===== src/rtl/idli_sqi_fetch_m.sv =====
// rtl/idli_sqi_fetch_m.sv - nibble-serial PC capture, SQI instruction read, one-entry decode buffer
module idli_sqi_fetch_m (
  input  logic        i_pc_gck,
  input  logic        i_pc_rst_n,
  input  logic [3:0]  i_fe_pc,
  output logic        o_fe_pc_inc,
  input  logic        i_fe_flush,
  output logic        o_sqi_cs_n,
  output logic        o_sqi_oe,
  output logic [3:0]  o_sqi_data,
  input  logic [3:0]  i_sqi_data,
  output logic [15:0] o_fe_instr,
  output logic [15:0] o_fe_instr_pc,
  output logic        o_fe_valid,
  input  logic        i_fe_ready
);

  typedef enum logic [2:0] {
    ST_IDLE, ST_CAPTURE, ST_CMD, ST_ADDR, ST_DUMMY, ST_DATA
  } state_t;

  state_t      state_q, state_d;
  logic [1:0]  phase_q;
  logic [2:0]  beat_q, beat_d;
  logic [15:0] addr_q;
  logic [11:0] data_q;
  logic        inc_q;
  logic [3:0]  nib_d;
  logic [23:0] addr_byte;
  logic        buf_empty;
  logic        data_done;

  assign buf_empty   = !o_fe_valid || i_fe_ready;
  assign data_done   = (state_q == ST_DATA) && (beat_q == 3'd3);
  assign addr_byte   = {7'b0, addr_q, 1'b0};
  assign o_fe_pc_inc = inc_q && !i_fe_flush;

  always_comb begin
    state_d = state_q;
    beat_d  = beat_q + 3'd1;
    case (state_q)
      ST_IDLE: begin
        beat_d = 3'd0;
        if (phase_q == 2'd3 && buf_empty) state_d = ST_CAPTURE;
      end
      ST_CAPTURE: if (beat_q == 3'd3) begin state_d = ST_CMD;   beat_d = 3'd0; end
      ST_CMD:     if (beat_q == 3'd1) begin state_d = ST_ADDR;  beat_d = 3'd0; end
      ST_ADDR:    if (beat_q == 3'd5) begin state_d = ST_DUMMY; beat_d = 3'd0; end
      ST_DUMMY:   if (beat_q == 3'd1) begin state_d = ST_DATA;  beat_d = 3'd0; end
      ST_DATA:    if (beat_q == 3'd3) begin state_d = ST_IDLE;  beat_d = 3'd0; end
      default: begin
        state_d = ST_IDLE;
        beat_d  = 3'd0;
      end
    endcase
    if (i_fe_flush) begin
      state_d = ST_IDLE;
      beat_d  = 3'd0;
    end
  end

  // SQI pins are registered, so the nibble is chosen from the next state/beat
  always_comb begin
    nib_d = 4'h0;
    if (state_d == ST_CMD) begin
      nib_d = (beat_d == 3'd1) ? 4'h3 : 4'h0;
    end else if (state_d == ST_ADDR) begin
      case (beat_d)
        3'd0:    nib_d = addr_byte[23:20];
        3'd1:    nib_d = addr_byte[19:16];
        3'd2:    nib_d = addr_byte[15:12];
        3'd3:    nib_d = addr_byte[11:8];
        3'd4:    nib_d = addr_byte[7:4];
        default: nib_d = addr_byte[3:0];
      endcase
    end
  end

  always_ff @(posedge i_pc_gck or negedge i_pc_rst_n) begin
    if (!i_pc_rst_n) begin
      state_q       <= ST_IDLE;
      phase_q       <= 2'd0;
      beat_q        <= 3'd0;
      addr_q        <= 16'h0;
      data_q        <= 12'h0;
      inc_q         <= 1'b0;
      o_sqi_cs_n    <= 1'b1;
      o_sqi_oe      <= 1'b0;
      o_sqi_data    <= 4'h0;
      o_fe_instr    <= 16'h0;
      o_fe_instr_pc <= 16'h0;
      o_fe_valid    <= 1'b0;
    end else begin
      phase_q <= phase_q + 2'd1;
      state_q <= state_d;
      beat_q  <= beat_d;

      if (state_q == ST_CAPTURE) addr_q[{phase_q, 2'b00} +: 4] <= i_fe_pc;
      if (state_q == ST_DATA) data_q <= {data_q[7:0], i_sqi_data};

      // low byte arrives first, each byte high nibble first
      if (i_fe_flush) begin
        o_fe_valid <= 1'b0;
      end else if (data_done) begin
        o_fe_valid    <= 1'b1;
        o_fe_instr    <= {data_q[3:0], i_sqi_data, data_q[11:4]};
        o_fe_instr_pc <= addr_q;
      end else if (o_fe_valid && i_fe_ready) begin
        o_fe_valid <= 1'b0;
      end

      inc_q      <= (state_d == ST_CAPTURE);
      o_sqi_cs_n <= !(state_d inside {ST_CMD, ST_ADDR, ST_DUMMY, ST_DATA});
      o_sqi_oe   <= (state_d inside {ST_CMD, ST_ADDR});
      o_sqi_data <= nib_d;
    end
  end

endmodule


===== config.mk =====
export PLATFORM = sky130hd
export DESIGN_NAME = idli_sqi_fetch_m
export DESIGN_NICKNAME = d
export VERILOG_FILES = /design/src/rtl/idli_sqi_fetch_m.sv
export SDC_FILE = /design/constraint.sdc
export NUM_CORES = 1
export LEC_CHECK = 0
export BUFFER_PORTS_ARGS = -buffer_cell sky130_fd_sc_hd__clkbuf_2
export CAP_MARGIN = 20
export CORE_MARGIN = 8
export CORE_UTILIZATION = 55
export CTS_BUF_LIST = sky130_fd_sc_hd__clkbuf_8 sky130_fd_sc_hd__clkbuf_16
export DETAILED_ROUTE_END_ITERATION = 6
export PLACE_DENSITY = 0.78
export SETUP_SLACK_MARGIN = 0.1
export SLEW_MARGIN = 15
export SYNTH_ARGS = -nofsm -noshare
export SYNTH_HDL_FRONTEND = slang
export SYNTH_SLANG_ARGS = --single-unit

===== constraint.sdc =====
create_clock -name i_pc_gck -period 3.3 [get_ports i_pc_gck]
set_input_delay 0.495 -clock i_pc_gck [delete_from_list [all_inputs] [get_ports i_pc_gck]]
set_output_delay 0.495 -clock i_pc_gck [all_outputs]
set_load 0.01 [all_outputs]

# Word level (Yosys, flattened, before mapping)
# Cells that the tools add are included.
# word_totals
register_bits,76
input_bits,12
# op_classes
addsub,3
shifts,2
eq_ne,18
bitwise,1
mux,21
n_reduce_logical,16
# op_table
cell,n
2-to-1 mux 3 bit,11
"equality test 3 x 2 -> 1 bit, second input constant",7
case mux 4 bit (5 select lines),1
"equality test 3 bit, second input constant",6
case mux 3 bit (6 select lines),1
bitwise mux 16 bit,1
"variable shift 4 x 6 -> 16 bit, first input constant",1
indexed part select 4 x 6 -> 16 bit,1
"equality test 3 x 1 -> 1 bit, second input constant",4
case mux 3 bit (3 select lines),1
2-to-1 mux 4 bit,2
logical NOT 3 bit,2
negator 4 -> 6 bit,1
logical AND 1 bit,4
nonzero test 4 bit,1
OR reduction 2 bit,2
"adder 3 x 1 -> 3 bit, second input constant",1
logical NOT 1 bit,3
2-to-1 mux 1 bit,3
nonzero test 3 bit,1
"adder 2 x 1 -> 2 bit, second input constant",1
"equality test 2 bit, second input constant",1
2-to-1 mux 2 bit,1
AND reduction 2 bit,1
other kinds (3),3

# Longest topological paths before layout
# Gate-level depths: netlist of run 1.
# depth
word_depth,9
ltp_mapped,9
depth_no_buf,8

# Worst setup path before layout of run 1
# OpenSTA, ideal clock, no wires.
# synth_path
kind,flip-flop to flip-flop
startpoint,reg beat_q[0]
endpoint,reg o_sqi_data[0]
arrival_ps,2097
setup_slack_ps,1072
setup_time_ps,131
path_stages_with_launch,9
path_cell_list,dfrtp_1 > ha_1 > ha_1 > or2b_1 > a221o_1 > nor2_2 > and3b_1 > a211oi_2 > o211ai_2
# synth_between
elab_chain_len,8
# synth_rtl
element,line_no,rtl
"start, declared",24,"logic [2:0] beat_q, beat_d;"
"start signal, assigned",96,beat_q <= beat_d;
adder 3 x 1 -> 3 bit (tied with other cells),40,beat_d = beat_q + 3'd1;
2-to-1 mux 3 bit (on tied branches),--,
case mux 3 bit (3 select lines),41,case (state_q)
2-to-1 mux 3 bit,56,if (i_fe_flush) begin
equality test 3 bit (tied with other cells),68,case (beat_d)
case mux 4 bit (5 select lines),68,
2-to-1 mux 4 bit,67,end else if (state_d == ST_ADDR) begin
2-to-1 mux 4 bit (*),65,if (state_d == ST_CMD) begin
via nib_d[0],28,logic [3:0] nib_d;
"end signal, assigned",115,o_sqi_data <= nib_d;
"end, declared",10,"output logic [3:0] o_sqi_data,"
# Mark *: on every way through the listed nets, which the timed path passes. The rest lies on a longest branch.
# A chain may end at the register's enable or synchronous reset.

# Worst setup path in the final report of run 1
# layout_path
startpoint,reg beat_q[0]
endpoint,reg o_sqi_data[2]
# layout_between
elab_chain_len,8
# layout_rtl
element,line_no
adder 3 x 1 -> 3 bit (tied with other cells),40
2-to-1 mux 3 bit (on tied branches),--
case mux 3 bit (3 select lines),41
2-to-1 mux 3 bit,56
equality test 3 bit (tied with other cells),68
case mux 4 bit (5 select lines),68
2-to-1 mux 4 bit,67
2-to-1 mux 4 bit (*),65
via nib_d[2],28
# Marked as above.

==> impl_metrics.json, run 1 <==
{
  "cts_tree": "built",
  "synthFlopType": "dfrtp_1",
  "synth.area.mux_share_pct": 14.68,
  "die-height_um": 94.35,
  "power.share.combinational_pct": 4.9,
  "netlist_instances": 269,
  "yosysTopAreaCell": "dfrtp_1",
  "p_switching_mw": 0.4391,
  "hold_viol": 0,
  "internal_power_mw": 1.294,
  "area_growth_pct": 14.53,
  "p_seq_share_pct": 58.1,
  "reg2reg_slack_ps": 860,
  "dr_total_vias": 2226,
  "gr-total-overflow": 0,
  "ys_seq_area_share_pct": 56.38,
  "fin_util_pct": 65.30,
  "yosys.area_share.adder_pct": 3.706,
  "grt_use_total_pct": 16.11,
  "n_antenna_cell": 0,
  "n_fill_cell": 439,
  "synth_top_family_by_area": "multiplexers",
  "crit_start": "beat_q[0]$_DFF_PN0_",
  "cts_root_buf": "clkbuf_8",
  "grt_first_pass_wirelength_um": 11160,
  "cts_buffers": 9,
  "synth_common_cells": "dfrtp_1 (75), mux2_2 (40), nand2_1 (34)",
  "clk_pin_slew_ps": 80,
  "crit_required_ps": 3570,
  "final.setup.worst_slack_ps": 858.6,
  "yosys.cell_types.count": 53,
  "synth_edf_count": 0,
  "start_util_pct": 57.02,
  "post_cts_buffers": 0,
  "switching_share_pct": 25.34,
  "syn_nets": 291,
  "crit_fanout": 9,
  "grt_antenna_before_repair": 0,
  "yosys.cell_count.top_type": "dfrtp_1",
  "critical_path.cell_chain": "ha_1, ha_1, or2b_1, a221o_1, nor2_2, and3_1, a2bb2oi_1, a21oi_1",
  "slew_headroom_pct": 38.05,
  "clkPwrFrac_pct": 37.0,
  "worst_pin_slew_ps": 929.3,
  "ios": 52,
  "synth_compound_area_share_pct": 10.01,
  "wl_per_cell_um": 16.43,
  "synth-simple-area-share_pct": 11.97,
  "synth_area_leaders": "dfrtp_1 (56%), mux2_2 (13%), nand2_1 (3.8%)",
  "crit_family": "simple AND/OR/NAND/NOR gates",
  "cpPeakStageDelay_ps": 500,
  "syn_area_um2": 3376,
  "final.setup_skew_ps": 11.01,
  "p_leak_nw": 1.934,
  "finalWeightedCongestion": 0.8447,
  "cp.depth": 8,
  "worstSetupStartpointType": "flip-flop",
  "die-area_um2": 8901,
  "clock-sinks": 76,
  "drtPass1Iterations": 4,
  "setup-tns-final_ps": 0,
  "die_w_um": 94.35,
  "viasPerCell": 5.510,
  "crit_type": "flip-flop to flip-flop",
  "totalWireLength_um": 6636,
  "cp-endpoint": "o_sqi_data[2]$_DFF_PN0_",
  "regToRegStartpoint": "beat_q[0]$_DFF_PN0_",
  "dp_worst_setup_slack_ps": 902.0,
  "core.rowCount": 28,
  "critPathBufInv": 0,
  "avgSynthCellArea_um2": 12.55,
  "synth_top_area_share_pct": 55.60,
  "synth_seq_cells": 76,
  "crit_slowest_cell": "dfrtp_1",
  "cts_resized": 0,
  "min_path_type": "primary input to async pin",
  "outcome": "complete, no violations",
  "htree_levels": 3,
  "clk_path_buf_depth": 2,
  "fin_crit_ps": 2441,
  "max_cap_violations": 0,
  "cp.arrival_ps": 2710,
  "reg2reg_depth": 8,
  "setup_violations": 0,
  "nets": 346,
  "grt_max_degree": 77,
  "drt-initial-drc-count": 160,
  "p_per_area_nw_per_um2": 448.3,
  "period_share_pct": 73.98,
  "synth_xor_area_share_pct": 0.5189,
  "async_flop_share_pct": 100.0,
  "ir_drop_v": 0.0002816,
  "synth_warnings": 0,
  "rsz0062_at_grt": "no",
  "fmax_mhz": 409.6,
  "core_area_um2": 5921,
  "drv_slew": 0,
  "r2r-end": "o_sqi_data[2]$_DFF_PN0_",
  "end_kind": "flip-flop",
  "ant_nets": 0,
  "ctsHoldBuffers": 0,
  "drive_gt1_share_pct": 36.47,
  "clock_latency_ps": 350,
  "grt_pass1_vias": 2226,
  "numPortBuffers": 51,
  "drc": 0,
  "dp_hpwl_um": 4812,
  "crit_top_cell": "ha_1"
}
[layout by cell type (no fill, tap or decap), types with 4 or more instances in the layout]
master / n
inv_1: 8
ha_1: 10
mux2_2: 40
clkbuf_2: 50
nand3_1: 5
o21ai_0: 15
clkbuf_8: 10
dfrtp_1: 75
a21oi_1: 9
nor2_1: 7
nand2_1: 34
mux2_1: 4
a22o_1: 4
[stage by stage]
stage	hold slack (ps)	total power, mW	area, um^2	cells
2_1_floorplan	199.4	1.058	3376	269
3_3_place_gp	471.4	1.106	3689	388
3_5_place_dp	479.0	1.111	3689	388
4_1_cts	306.6	1.748	3866	404
5_1_grt	342.4	1.803	3866	404
6_report	255.3	1.733	3866	404
[worst register-to-register path: cells and delay by family, from the launching register on]
| family | cells | cell delay (ps) |
|---|---|---|
| simple gates | 3 | 730 |
| compound gates | 3 | 630 |
| flops | 1 | 500 |
| fa+ha+maj | 2 | 500 |
[layer usage]
layer  vias up  track usage, %  part of all wire (%)
met3         7           4.841                   6.6
met4         0           7.133                   1.6
met1      1102           20.59                    45
li1       1064               -                     -
met5         -               0                     0
met2        53           24.74                    47
[power by group through the flow]
stage	clock, mW	sequential, mW	combinational [mW]
finish	0.641	1.01	0.0843
global route	0.691	1.01	0.0985
CTS	0.654	1.01	0.0867
detailed placement	0	1.02	0.0864
global placement	0	1.02	0.0826
floorplan	0	1.01	0.0495
[registers in the layout (all words and copies together), names as in the netlist]
| signal | cells |
|---|---|
| o_sqi_oe | 1 |
| o_sqi_data | 4 |
| inc_q | 1 |
| o_fe_instr | 16 |
| o_fe_instr_pc | 16 |
| phase_q | 2 |
| o_fe_valid | 1 |
| beat_q | 3 |
| data_q | 12 |
| o_sqi_cs_n | 1 |
| addr_q | 16 |
| state_q | 3 |
[cell families (layout without fill, tap and decap cells)]
logic type | after synthesis | in the layout
buffers and inverters | 16 | 76
muxes | 44 | 44
xor gates and xnor gates | 2 | 2
adders and majority gates | 10 | 10
and+or+nand+nor | 74 | 74
AOI/OAI and AO/OA | 47 | 47
DFF | 76 | 76
[cell type report]
cell class	count	area [um^2]	share of cell area, %
clock buffer	10	137.6	3.560
clock inverter	6	40.04	1.036
inverter	7	26.28	0.6796
sequential	76	1903	49.22
tap	75	93.84	2.427
multi-input combinational	177	1380	35.70
timing repair buffer	53	285.3	7.379
[worst min-delay path by stage]
stage | slack [ps] | startpoint | to
after global placement | 470 | o_fe_instr[0]$_DFFE_PN0P_ | o_fe_instr[0]$_DFFE_PN0P_
after global routing | 340 | i_pc_rst_n | o_fe_instr[1]$_DFFE_PN0P_
after detailed placement | 480 | o_fe_instr_pc[2]$_DFFE_PN0P_ | o_fe_instr_pc[2]$_DFFE_PN0P_
after CTS | 310 | i_pc_rst_n | o_fe_instr[1]$_DFFE_PN0P_
after floorplan | 200 | i_pc_rst_n | addr_q[0]$_DFFE_PN0P_
final | 260 | i_pc_rst_n | o_fe_instr[5]$_DFFE_PN0P_
(Power assumes the default switching activity.)
==> inputs of run 2 (changes only) <==
Settings changed: ABC_AREA set to 1, CORE_UTILIZATION 55 to 51, PLACE_DENSITY 0.78 to 0.76.
Clock period 3.3 ns to 2.2 ns, I/O delays scaled along.
==> run 2 against run 1 <==
  * Synthesized cell count rose by 40%
  * Maximum frequency up 31%
  * Combinational power up 77%
  * Register-to-register slack worse by 520 ps
  * Cell area rose by 3.6%
  * Sequential cell count unchanged
  * Final cell count is 28% higher
  * Global-route usage increased by 0.60 points
  * Sequential share of layout area decreased by 1.7 points
  * Critical path type unchanged
==> impl_metrics.json, run 2 <==
{
  "outcome": "complete, no violations",
  "drtPass1Iterations": 4,
  "yosys.cell_count.top_type": "nand2_1",
  "start_util_pct": 52.93,
  "dr_total_vias": 2659,
  "grt_use_total_pct": 16.70,
  "worst_pin_slew_ps": 425.1,
  "n_antenna_cell": 0,
  "yosys.cell_types.count": 26,
  "n_fill_cell": 527,
  "final_common_cell": "nand2_1",
  "p_total_mw": 2.936,
  "synth_top_area_share_pct": 55.85,
  "min_path_cells": 3,
  "grt_max_degree": 51,
  "gr-total-overflow": 0,
  "die-height_um": 97.18,
  "mostFrequentLayoutCells": "nand2_1 (82), dfrtp_1 (75), inv_1 (53)",
  "async_flop_share_pct": 100.0,
  "worstSetupStartpointType": "flip-flop",
  "fin_crit_ps": 1862,
  "synth_seq_cells": 76,
  "synth_warnings": 0,
  "period_share_pct": 84.63,
  "core.rowCount": 29,
  "totalWireLength_um": 7346,
  "crit_required_ps": 2450,
  "drt-initial-drc-count": 130,
  "p_leak_nw": 2.136,
  "end_kind": "flip-flop",
  "synth_edf_count": 0,
  "yosysTopAreaCell": "dfrtp_1",
  "reg2reg_depth": 12,
  "ys_seq_area_share_pct": 56.63,
  "synth_common_cells": "nand2_1 (83), dfrtp_1 (75), inv_1 (53)",
  "numPortBuffers": 51,
  "dp_hpwl_um": 5522,
  "syn_area_um2": 3361,
  "final.setup.worst_slack_ps": 338.2,
  "cp.arrival_ps": 2110,
  "clock_latency_ps": 360,
  "cts_tree": "built",
  "finalWeightedCongestion": 0.9225,
  "crit_type": "flip-flop to flip-flop",
  "setup_violations": 0,
  "synth_area_leaders": "dfrtp_1 (56%), nand2_1 (9.3%), o21ai_0 (7.6%)",
  "ios": 52,
  "netlist_instances": 376,
  "wl_per_cell_um": 14.18,
  "cts_buffers": 9,
  "rsz0062_at_grt": "no",
  "fmax_mhz": 537.1,
  "p_per_area_nw_per_um2": 733.1,
  "top_regs": "addr_q (16), o_fe_instr (16), o_fe_instr_pc (16)",
  "layoutNonFillerInstCount": 518,
  "crit_fanout": 11,
  "grt_first_pass_wirelength_um": 12810,
  "clock-sinks": 76,
  "multiInputGateArea_um2": 1202,
  "htree_levels": 3,
  "slew_headroom_pct": 71.56,
  "grt_pass1_vias": 2576,
  "drive_gt1_share_pct": 22.68,
  "clk_path_buf_depth": 2,
  "ant_nets": 0,
  "grt_antenna_before_repair": 0,
  "hold_viol": 0,
  "avgSynthCellArea_um2": 8.938,
  "clk_pin_slew_ps": 80,
  "max_cap_violations": 0,
  "die_w_um": 97.18,
  "register_area_um2": 1903,
  "min_path_type": "primary input to flip-flop",
  "ir_drop_v": 0.0006231,
  "setup-tns-final_ps": 0,
  "drv_slew": 0,
  "viasPerCell": 5.133,
  "nets": 458,
  "final.setup_skew_ps": 5.772,
  "synthFlopType": "dfrtp_1",
  "die-area_um2": 9443,
  "drc": 0,
  "dp_worst_setup_slack_ps": 126.8,
  "syn_nets": 398,
  "placed_cells": 500,
  "cts_root_buf": "clkbuf_8",
  "area_growth_pct": 19.17,
  "core_area_um2": 6350
}
==> run 2: changes by cell type after synthesis, moves of 5 or more <==
| cell | before | now |
|---|---|---|
| mux2_2 | 40 | 0 |
| o21ai_0 | 15 | 51 |
| nand2_1 | 34 | 83 |
| inv_1 | 7 | 53 |
| o21ai_1 | 2 | 7 |
| nor2_1 | 7 | 13 |
| nand3_1 | 5 | 29 |
| a21oi_1 | 9 | 4 |
| nor2_2 | 2 | 8 |
| nand4_1 | 1 | 12 |
==> run 2: path summary, 6_finish.rpt <==
| kind | start | endpoint | slack, ps |
|---|---|---|---|
| worst min register to register | data_q[11]$_DFFE_PN0N_ | o_fe_instr[7]$_DFFE_PN0P_ | 470 |
| worst max-delay path | beat_q[0]$_DFF_PN0_ | o_sqi_data[1]$_DFF_PN0_ | 340 |
| max in group asynchronous | i_pc_rst_n | o_fe_instr[13]$_DFFE_PN0P_ | 1210 |
| worst min-delay path | i_sqi_data[2] | o_fe_instr[10]$_DFFE_PN0P_ | 190 |
| min in group asynchronous | i_pc_rst_n | state_q[1]$_DFF_PN0_ | 430 |
| worst max register to register | beat_q[0]$_DFF_PN0_ | o_sqi_data[1]$_DFF_PN0_ | 340 |
==> run 2: power breakdown <==
part,leakage (nW),switching [mW],total (mW),internal [mW]
Clock,0.116,0.535,1.30,0.760
Combinational,1.02,0.104,0.149,0.0444
Sequential,1.00,0.0392,1.49,1.45
Total,2.14,0.679,2.94,2.26
==> run 2: area by class of cell <==
type	instances	share of cell area (%)
clock buffers	9	3.093
clock inverters	7	3.062
inverters	59	5.592
multi-input cells	231	30.02
flip-flops and latches	76	47.52
well taps	77	2.405
repair buffers	59	8.310
==> run 2: critical path, stage by stage (launching register included) <==
cell and delay, ps:
dfrtp_1 390, ha_1 220, ha_1 300, a21oi_1 130
nand2_1 70, nand3_1 110, nand2_4 120, inv_4 100
nand2_2 70, o21ai_1 110, inv_1 50, nand2_1 50
nand2_1 40
==> run 2: stage by stage <==
step,cell area [um^2],hold WS [ps],utilization [%]
floorplan,3361,34.41,-
global placement,3731,263.8,58.76
detailed placement,3731,270.6,58.76
CTS,3988,173.7,62.80
global route,4005,184.3,63.07
finish,4005,190.7,63.07
==> run 2: kinds of logic after synthesis <==
family | after synthesis | synth area share [%]
simple gates | 156 | 21.52
fa+ha+maj | 10 | 3.723
compound gates | 65 | 10.16
flops | 76 | 56.63
buf+inv | 69 | 7.967
==> run 2: timing repair <==
| action | CTS | global route |
|---|---|---|
| hold endpoints to repair | 25 | 0 |
| gates resized for setup | 0 | 3 |
| setup buffers | 0 | 1 |
| hold buffers | 1 | 0 |
| setup endpoints to repair | 0 | 4 |
==> run 2: metal layers <==
layer  share of wire (%)  global-route usage [%]  vias to the layer above
li1                    -                       -                     1326
met1                  42                   20.04                     1251
met2                  49                   26.88                       71
met3                 7.4                   6.046                       11
met4                 1.4                   6.036                        0
met5                   0                       0                        -
